File: src/rtl/mavlink_pkg.sv
// mavlink_pkg: shared MAVLink v1 constants, TX state encoding and X.25 CRC step
package mavlink_pkg;

    localparam logic [7:0] STX                 = 8'hFE;
    localparam logic [7:0] MSGID_HEARTBEAT     = 8'd0;
    localparam logic [7:0] HEARTBEAT_LEN       = 8'd9;
    localparam logic [7:0] HEARTBEAT_CRC_EXTRA = 8'd50;
    localparam logic [7:0] MAVLINK_VERSION     = 8'd3;

    typedef enum logic [2:0] {
        IDLE,
        HDR,
        PAYLOAD,
        CRCX,
        CRC,
        DONE
    } tx_state_t;

    // One MCRF4XX byte step; every intermediate is truncated to its declared width.
    function automatic logic [15:0] crc_x25_step(input logic [15:0] crc, input logic [7:0] b);
        logic [7:0] t;
        t = b ^ crc[7:0];
        t = t ^ {t[3:0], 4'h0};
        return {8'h00, crc[15:8]} ^ {t, 8'h00} ^ {5'h00, t, 3'h0} ^ {12'h000, t[7:4]};
    endfunction

endpackage

File: src/rtl/mavlink_crc_x25.sv
// mavlink_crc_x25: 16-bit X.25 CRC accumulator, reusable by any MAVLink TX block
module mavlink_crc_x25
    import mavlink_pkg::*;
(
    input  logic        clk,
    input  logic        rst_n,
    input  logic        clr,
    input  logic        en,
    input  logic [7:0]  data,
    output logic [15:0] crc
);

    // Clear to the seed at frame start; fold one byte whenever enabled.
    always_ff @(posedge clk or negedge rst_n) begin
        if (!rst_n)
            crc <= 16'hFFFF;
        else if (clr)
            crc <= 16'hFFFF;
        else if (en)
            crc <= crc_x25_step(crc, data);
    end

endmodule

File: src/rtl/mavlink_heartbeat_tx.sv
// mavlink_heartbeat_tx: serialises one MAVLink v1 HEARTBEAT frame onto a valid/ready byte stream
module mavlink_heartbeat_tx
    import mavlink_pkg::*;
#(
    parameter logic [7:0] SYS_ID     = 8'd1,
    parameter logic [7:0] COMP_ID    = 8'd1,
    parameter logic [7:0] MAV_TYPE   = 8'd2,
    parameter logic [7:0] AUTOPILOT  = 8'd0,
    parameter logic [7:0] BASE_MODE  = 8'd0,
    parameter logic [7:0] SYS_STATUS = 8'd4
) (
    input  logic        clk,
    input  logic        rst_n,
    input  logic        start,
    input  logic [31:0] custom_mode,
    output logic        busy,
    output logic        done,
    output logic [7:0]  tx_data,
    output logic        tx_valid,
    input  logic        tx_ready
);

    tx_state_t   state, next;
    logic [4:0]  idx;
    logic [7:0]  seq;
    logic [31:0] cm;
    logic [15:0] crc;
    logic        hs, accept, crc_en;
    logic [7:0]  crc_data;

    assign tx_valid = (state == HDR) || (state == PAYLOAD) || (state == CRC);
    assign hs       = tx_valid && tx_ready;
    assign accept   = (state == IDLE) && start;
    assign busy     = state != IDLE;
    assign done     = state == DONE;
    assign crc_en   = (hs && idx != 5'd0 && idx <= 5'd14) || (state == CRCX);
    assign crc_data = (state == CRCX) ? HEARTBEAT_CRC_EXTRA : tx_data;

    // State register.
    always_ff @(posedge clk or negedge rst_n) begin
        if (!rst_n)
            state <= IDLE;
        else
            state <= next;
    end

    // Next state: each section advances only when its last byte is handshaken.
    always_comb begin
        next = state;
        case (state)
            IDLE:    next = start ? HDR : IDLE;
            HDR:     next = (hs && idx == 5'd5) ? PAYLOAD : HDR;
            PAYLOAD: next = (hs && idx == 5'd14) ? CRCX : PAYLOAD;
            CRCX:    next = CRC;
            CRC:     next = (hs && idx == 5'd16) ? DONE : CRC;
            DONE:    next = IDLE;
            default: next = IDLE;
        endcase
    end

    // Byte index restarts on accept and advances only on handshake.
    always_ff @(posedge clk or negedge rst_n) begin
        if (!rst_n)
            idx <= 5'd0;
        else if (accept)
            idx <= 5'd0;
        else if (hs)
            idx <= idx + 5'd1;
    end

    // custom_mode is frozen at accept so mid-frame input changes cannot leak in.
    always_ff @(posedge clk or negedge rst_n) begin
        if (!rst_n)
            cm <= 32'd0;
        else if (accept)
            cm <= custom_mode;
    end

    // Sequence number persists across frames and bumps when a frame completes.
    always_ff @(posedge clk or negedge rst_n) begin
        if (!rst_n)
            seq <= 8'd0;
        else if (next == DONE && state != DONE)
            seq <= seq + 8'd1;
    end

    // Frame byte for the current index; zero whenever nothing is offered.
    always_comb begin
        tx_data = 8'h00;
        if (tx_valid) begin
            case (idx)
                5'd0:    tx_data = STX;
                5'd1:    tx_data = HEARTBEAT_LEN;
                5'd2:    tx_data = seq;
                5'd3:    tx_data = SYS_ID;
                5'd4:    tx_data = COMP_ID;
                5'd5:    tx_data = MSGID_HEARTBEAT;
                5'd6:    tx_data = cm[7:0];
                5'd7:    tx_data = cm[15:8];
                5'd8:    tx_data = cm[23:16];
                5'd9:    tx_data = cm[31:24];
                5'd10:   tx_data = MAV_TYPE;
                5'd11:   tx_data = AUTOPILOT;
                5'd12:   tx_data = BASE_MODE;
                5'd13:   tx_data = SYS_STATUS;
                5'd14:   tx_data = MAVLINK_VERSION;
                5'd15:   tx_data = crc[7:0];
                5'd16:   tx_data = crc[15:8];
                default: tx_data = 8'h00;
            endcase
        end
    end

    mavlink_crc_x25 u_crc (
        .clk   (clk),
        .rst_n (rst_n),
        .clr   (accept),
        .en    (crc_en),
        .data  (crc_data),
        .crc   (crc)
    );

endmodule

File: config.mk
export PLATFORM = sky130hd
export DESIGN_NAME = mavlink_heartbeat_tx
export DESIGN_NICKNAME = d
export VERILOG_FILES = /design/src/rtl/mavlink_pkg.sv /design/src/rtl/mavlink_crc_x25.sv /design/src/rtl/mavlink_heartbeat_tx.sv
export SDC_FILE = /design/constraint.sdc
export NUM_CORES = 1
export LEC_CHECK = 0
export BUFFER_PORTS_ARGS = -buffer_cell sky130_fd_sc_hd__buf_2
export CORE_ASPECT_RATIO = 1.5
export CORE_MARGIN = 2
export CORE_UTILIZATION = 55
export DETAILED_ROUTE_END_ITERATION = 12
export GPL_TIMING_DRIVEN = 0
export PLACE_DENSITY_LB_ADDON = 0.12
export SYNTH_ARGS = -nofsm -noshare
export SYNTH_HDL_FRONTEND = slang
export SYNTH_SLANG_ARGS = --single-unit
File: constraint.sdc
create_clock -name clk -period 6.4 [get_ports clk]
set_clock_uncertainty 0.2 [all_clocks]
set_input_delay 0.32 -clock clk [delete_from_list [all_inputs] [get_ports clk]]
set_output_delay 0.32 -clock clk [all_outputs]
set_load 0.01 [all_outputs]
==> flow_metrics.py, run 1 <==
metrics = {
    "placed_design": {
        "dpl.hpwl_um": 7690,
        "portBuffers": 46,
        "post-place-ws_ps": 3020,
        "place_area_um2": 4120,
        "gp_congestion": 0.988,
        "placed_cells": 545,
    },
    "floorplan": {
        "core_area_um2": 6760,
        "row_count": 37,
        "dieArea_um2": 7580,
        "fp.dieW_um": 71.7,
        "start_util_pct": 56.0,
        "die_h_um": 106,
        "io-pin-count": 47,
    },
    "setup_path": {
        "path_cells": "buf_6, buf_6, buf_6, and3_1, ha_1, clkbuf_1, a22oi_1, nand2_1, o211ai_1, inv_1, buf_2",
        "cpMostUsedCell": "buf_6",
        "cpMaxStageDelayCell": "o211ai_1",
        "start_kind": "flip-flop",
        "critPathKind": "reg -> out",
        "worst_ep_arrival_time_ps": 2950,
        "path_buf_inv": 6,
        "path_max_fanout": 10,
        "required_ps": 5880,
        "critPathCaptureType": "output port",
        "critPathTopFamily": "buffers and inverters",
        "cpPeakStageDelay_ps": 480,
    },
    "timing": {
        "final-max-slew-violation-count": 0,
        "timing.final.crit_share_pct": 54.2,
        "timing.final.crit_period_ps": 3470,
        "max_freq_mhz": 288,
        "relSlewSlack_pct": 44.2,
        "tightest_slew_ps": 835,
        "rsz0062_at_grt": "no",
        "setup_slack_ps": 2930,
        "hold_viol_final": 0,
        "setup_violations": 0,
        "setup_tns_ps": 0,
    },
    "layout": {
        "multi_input_area_um2": 2000,
        "drive_gt1_share_pct": 20.8,
        "seqCellArea_um2": 1620,
        "fillers": 553,
        "final_area_um2": 4680,
        "nets": 552,
        "final_cell_mix": "nand2_1, buf_2, dfrtp_1, dlygate4sd3_1, nor2_1",
        "diodes": 0,
        "area_growth_pct": 23.7,
        "final-instance-count-excl-fill": 593,
        "final_common_cell": "nand2_1",
    },
    "detailed_routing": {
        "postRouteWirelength_um": 11100,
        "wl_per_cell_um": 18.7,
        "drt_iter0_drc": 325,
        "vias": 3533,
        "ant_nets": 0,
        "vias_per_cell": 5.96,
        "drc": 0,
        "first_pass_iters": 5,
    },
    "clock_network": {
        "post_cts_resize_count": 0,
        "path_clk_slew_ps": 70,
        "cts_buffers": 9,
        "htree_num_levels": 3,
        "cts_tree": "built",
        "clk_latency_ps": 350,
        "cts_root_buffer": "clkbuf_8",
        "cts_sinks": 64,
        "clk_path_buf_depth": 2,
    },
    "logic_synthesis": {
        "synth_async_sr_flop_share_pct": 100,
        "synthAdderAreaFrac_pct": 1.98,
        "ys_types": 71,
        "synth-xor-area-share_pct": 8.16,
        "ys_ff_latch": 64,
        "synth_cells": 421,
        "synth_mux_area_share_pct": 0.892,
        "synth_top_family_by_area": "simple AND/OR/NAND/NOR gates",
        "ys.flop_type": "dfrtp_1",
        "synth.cell_area_um2": 3790,
        "syn_area_per_cell_um2": 8.99,
        "yosysWarnings": 0,
        "synth-simple-area-share_pct": 24.9,
        "yosysSeqAreaShare_pct": 42.8,
        "synth_edf_count": 0,
        "synth_compound_area_share_pct": 17.0,
        "synth_fp_nets": 463,
    },
    "grt": {
        "overflow": 0,
        "grt_start_max_net_pins": 65,
        "grt_antenna_before_repair": 0,
        "grt.total_usage_pct": 31.2,
        "grt_pass1_vias": 3589,
        "grt_pass1_wl_um": 18200,
    },
    "power_and_ir_drop": {
        "ir_drop_v": 0.000291,
        "leakagePower_nw": 2.22,
        "power.density_nw_per_um2": 503,
    },
    "outcome": {
        "status": "complete, no violations",
    },
    "flow_run": {
        "max-cap-violations": 0,
    },
    "worst_hold_path": {
        "min_path_type": "in -> reg",
    },
}
## logic make-up after synthesis
family	after synthesis
compound gates	83
xor+xnor	32
fa+ha+maj	6
buf+inv	32
flops	64
mux	3
simple gates	201
## area by class of cell
class | count | area share, %
plain buffers | 20 | 2.54
clock buffers | 11 | 3.02
clock inverters | 5 | 2.22
inverters | 12 | 0.962
multi-input cells | 325 | 42.7
flip-flops and latches | 64 | 34.6
well taps | 78 | 2.08
repair buffers | 78 | 11.8
## routing by layer
metal | wire (um) | vias to the layer above | GRT usage (%)
li1 | - | 1635 | -
met1 | 4360 | 1725 | 38.4
met2 | 5780 | 146 | 53.5
met3 | 575 | 27 | 5.45
met4 | 364 | 0 | 12.1
met5 | 0 | - | 0
## worst register-to-register path, stage by stage, from the launching register on
cell	delay, ps
dfrtp_1	500
buf_6	200
buf_6	160
and3_1	160
ha_1	190
clkbuf_1	420
a22o_1	270
a211oi_1	90
o31ai_1	350
xor2_1	200
xnor3_1	300
xor2_1	190
a21oi_1	150
## cell usage after synthesis, drive strengths merged, types with 3 or more instances
cell type	instances	area, um^2
nand2	119	447
dfrtp	48	1200
nor2	29	116
xnor2	22	208
a21oi	20	104
dfstp	16	420
buf	11	85.1
inv	11	41.3
o21ai	10	50.1
clkbuf	9	33.8
xor2	9	78.8
nand2b	8	50.1
nor2b	7	43.8
a22oi	6	50.1
and3	6	38.8
ha	6	75.1
a211oi	5	37.5
nand3	5	25.0
o22a	5	43.8
a22o	4	35.0
a31oi	4	25.0
and2	4	27.5
and4bb	4	53.8
nand4	4	25.0
o211ai	4	48.8
a222oi	3	30.0
mux2	3	33.8
nand3b	3	22.5
o31ai	3	27.5
## through the flow
step	power, W	util (%)	hold WS (ps)
2_1_floorplan	0.00158	-	-176
3_3_place_gp	0.00184	60.9	253
3_5_place_dp	0.00188	60.9	260
4_1_cts	0.00233	69.3	5.53
5_1_grt	0.00250	69.3	45.7
6_report	0.00236	69.3	22.0
## final timing paths
path / cells after the start / start / slack (ps) / to
max: 11 / idx[3] / 2930 / tx_data[2]
min: 3 / custom_mode[28] / 20 / cm[28]
max reg2reg: 12 / idx[2] / 2960 / u_crc.crc[8]
min reg2reg: 2 / cm[23] / 280 / cm[23]
max in group asynchronous: 2 / rst_n / 5050 / cm[15]
min in group asynchronous: 2 / rst_n / 410 / seq[4]
## where the power goes
| part | leakage (nW) | switching [W] | internal, W |
|---|---|---|---|
| logic | 1.32 | 0.000675 | 0.000491 |
| registers | 0.780 | 0.000153 | 0.000605 |
| clock network | 0.124 | 0.000161 | 0.000270 |
| total | 2.22 | 0.000989 | 0.00137 |
## timing repair
| item | 4_1_cts | 5_1_grt |
|---|---|---|
| hold buffers | 32 | 0 |
| buffers inserted | 0 | 0 |
| hold endpoints to repair | 79 | 0 |
## registers in the layout (all words and copies together) (netlist names)
name       cells
cm            32
u_crc.crc     16
seq            8
idx            5
state          3
Note: power is estimated with default switching activity, not from simulation.
==> inputs of run 2 (changes only) <==
--- a/config.mk
+++ b/config.mk
@@ -8,7 +8,7 @@
 export BUFFER_PORTS_ARGS = -buffer_cell sky130_fd_sc_hd__buf_2
 export CORE_ASPECT_RATIO = 1.5
 export CORE_MARGIN = 2
-export CORE_UTILIZATION = 55
+export CORE_UTILIZATION = 53
 export DETAILED_ROUTE_END_ITERATION = 12
 export GPL_TIMING_DRIVEN = 0
 export PLACE_DENSITY_LB_ADDON = 0.12
==> constraint.sdc (replaced) <==
create_clock -name clk -period 2.9 [get_ports clk]
set_clock_uncertainty 0.2 [all_clocks]
set_input_delay 0.145 -clock clk [delete_from_list [all_inputs] [get_ports clk]]
set_output_delay 0.145 -clock clk [all_outputs]
set_load 0.01 [all_outputs]
==> run 2 against run 1 <==
Effect of this change:
- the run now ends with setup timing left
- total power grew 140%
- clock power grew 86%
- count of clock-buffer cells in the layout increased by 2
- die area is 3.6% higher
- sequential power up 120%
- non-clock buffer count increased by 22
- worst hold slack improved by 180 ps
- routed wire length grew 4.0%
- core utilization rose by 3.9 points
- global-route usage is 0.84 points lower
==> flow_metrics.py, run 2 (synthesis gave the netlist of run 1 again) <==
metrics = {
    "outcome": {
        "status": "finished, violations left",
        "violations": "setup timing",
    },
    "floorplan": {
        "die_h_um": 108,
        "dieArea_um2": 7850,
        "core_area_um2": 6900,
        "start_util_pct": 54.9,
        "io-pin-count": 47,
        "row_count": 37,
        "fp.dieW_um": 73.0,
    },
    "detailed_routing": {
        "ant_nets": 0,
        "drt_iter0_drc": 315,
        "drc": 0,
        "wl_per_cell_um": 18.7,
        "postRouteWirelength_um": 11500,
        "vias_per_cell": 5.88,
        "first_pass_iters": 5,
        "vias": 3618,
    },
    "layout": {
        "largest_reg_flops": 32,
        "post-route-util_pct": 73.2,
        "top_register": "cm",
        "top_regs": "cm x32, u_crc.crc x16, seq x8",
        "multi_input_area_um2": 2210,
        "area_growth_pct": 33.3,
        "nets": 574,
        "final_common_cell": "nand2_1",
        "final_cell_mix": "nand2_1, buf_2, dfrtp_1, dlygate4sd3_1, nor2_1",
        "drive_gt1_share_pct": 29.2,
        "fillers": 502,
        "final_area_um2": 5050,
        "diodes": 0,
        "seqCellArea_um2": 1630,
    },
    "timing": {
        "tightest_slew_ps": 818,
        "timing.final.crit_share_pct": 101,
        "setup_slack_ps": -22.7,
        "timing.final.crit_period_ps": 2920,
        "max_freq_mhz": 342,
        "whs_ps": 202,
        "rsz0062_at_grt": "yes",
        "hold_viol_final": 0,
        "setup_violations": 1,
        "relSlewSlack_pct": 45.5,
        "final-max-slew-violation-count": 0,
    },
    "placed_design": {
        "portBuffers": 46,
        "post-place-ws_ps": -382,
        "place_area_um2": 4120,
        "dpl.hpwl_um": 7710,
        "gp_congestion": 0.968,
    },
    "grt": {
        "grt_pass1_vias": 3495,
        "grt_start_max_net_pins": 65,
        "grt_antenna_before_repair": 0,
        "grt.total_usage_pct": 30.3,
        "grt_pass1_wl_um": 17900,
        "overflow": 0,
    },
    "setup_path": {
        "worst_ep_arrival_time_ps": 3010,
        "start_kind": "flip-flop",
        "path_max_fanout": 5,
        "required_ps": 2990,
        "reg2regPathDepth": 11,
        "critPathKind": "reg -> reg",
        "critPathCaptureType": "flip-flop",
    },
    "power_and_ir_drop": {
        "ir_drop_v": 0.000549,
        "leakagePower_nw": 2.36,
        "power.density_nw_per_um2": 1120,
        "power.total_w": 0.00565,
    },
    "flow_run": {
        "max-cap-violations": 0,
    },
    "worst_hold_path": {
        "min_path_type": "in -> async",
    },
    "clock_network": {
        "htree_num_levels": 3,
        "clk_path_buf_depth": 2,
        "path_clk_slew_ps": 70,
        "clk_latency_ps": 360,
        "cts_root_buffer": "clkbuf_8",
        "cts_tree": "built",
        "cts_sinks": 64,
        "cts_buffers": 9,
    },
}
run 2: report_power, final:
group          switching [W]  internal (W)  leakage [nW]
Sequential          0.000340       0.00134         0.776
Combinational        0.00173       0.00144          1.47
Clock               0.000362      0.000438         0.110
run 2: repair_timing:
item,CTS,global route
endpoints found under the hold margin,82,0
gates cloned,0,0
setup buffers,16,6
endpoints found under the setup margin,21,18
pin swaps,21,21
hold buffers,34,0
resized for setup,27,19
run 2: cell type report:
class | count | area share, %
Buffer | 18 | 2.33
Clock buffer | 13 | 3.79
Clock inverter | 3 | 0.372
Inverter | 12 | 0.967
Multi-Input combinational cell | 325 | 43.7
Sequential cell | 64 | 32.2
Tap cell | 78 | 1.93
Timing Repair Buffer | 102 | 14.7
run 2: through the flow:
stage / instances / setup TNS, ps
detailed placement: 545 / -3120
global route: 615 / -404
finish: 615 / -22.7
floorplan: 421 / 0
CTS: 610 / -84.5
global placement: 545 / -2540
run 2: final timing paths:
check | startpoint | end | slack [ps]
setup / recovery | idx[1] | u_crc.crc[9] | -20
hold / removal | rst_n | seq[4] | 200
setup reg to reg | idx[1] | u_crc.crc[9] | -20
hold reg to reg | cm[17] | cm[17] | 280
max in group asynchronous | rst_n | idx[2] | 1710
min in group clk | start | cm[22] | 250
run 2: layer usage:
metal / vias up / part of all wire [%] / GRT usage (%)
li1: 1677 / - / -
met2: 164 / 52 / 53.2
met5: - / 0 / 0
met4: 0 / 4.1 / 11.6
met3: 41 / 5.6 / 5.06
met1: 1736 / 38 / 36.2
run 2: critical path, stage by stage (launching register included):
cell      delay, ps
dfrtp_2         450
inv_2            80
ha_4            170
buf_4           150
and4bb_1        240
a222oi_1        550
a211oi_2        190
xnor2_1         160
buf_4           160
xor2_2          180
xnor2_1         150
a31oi_1         180
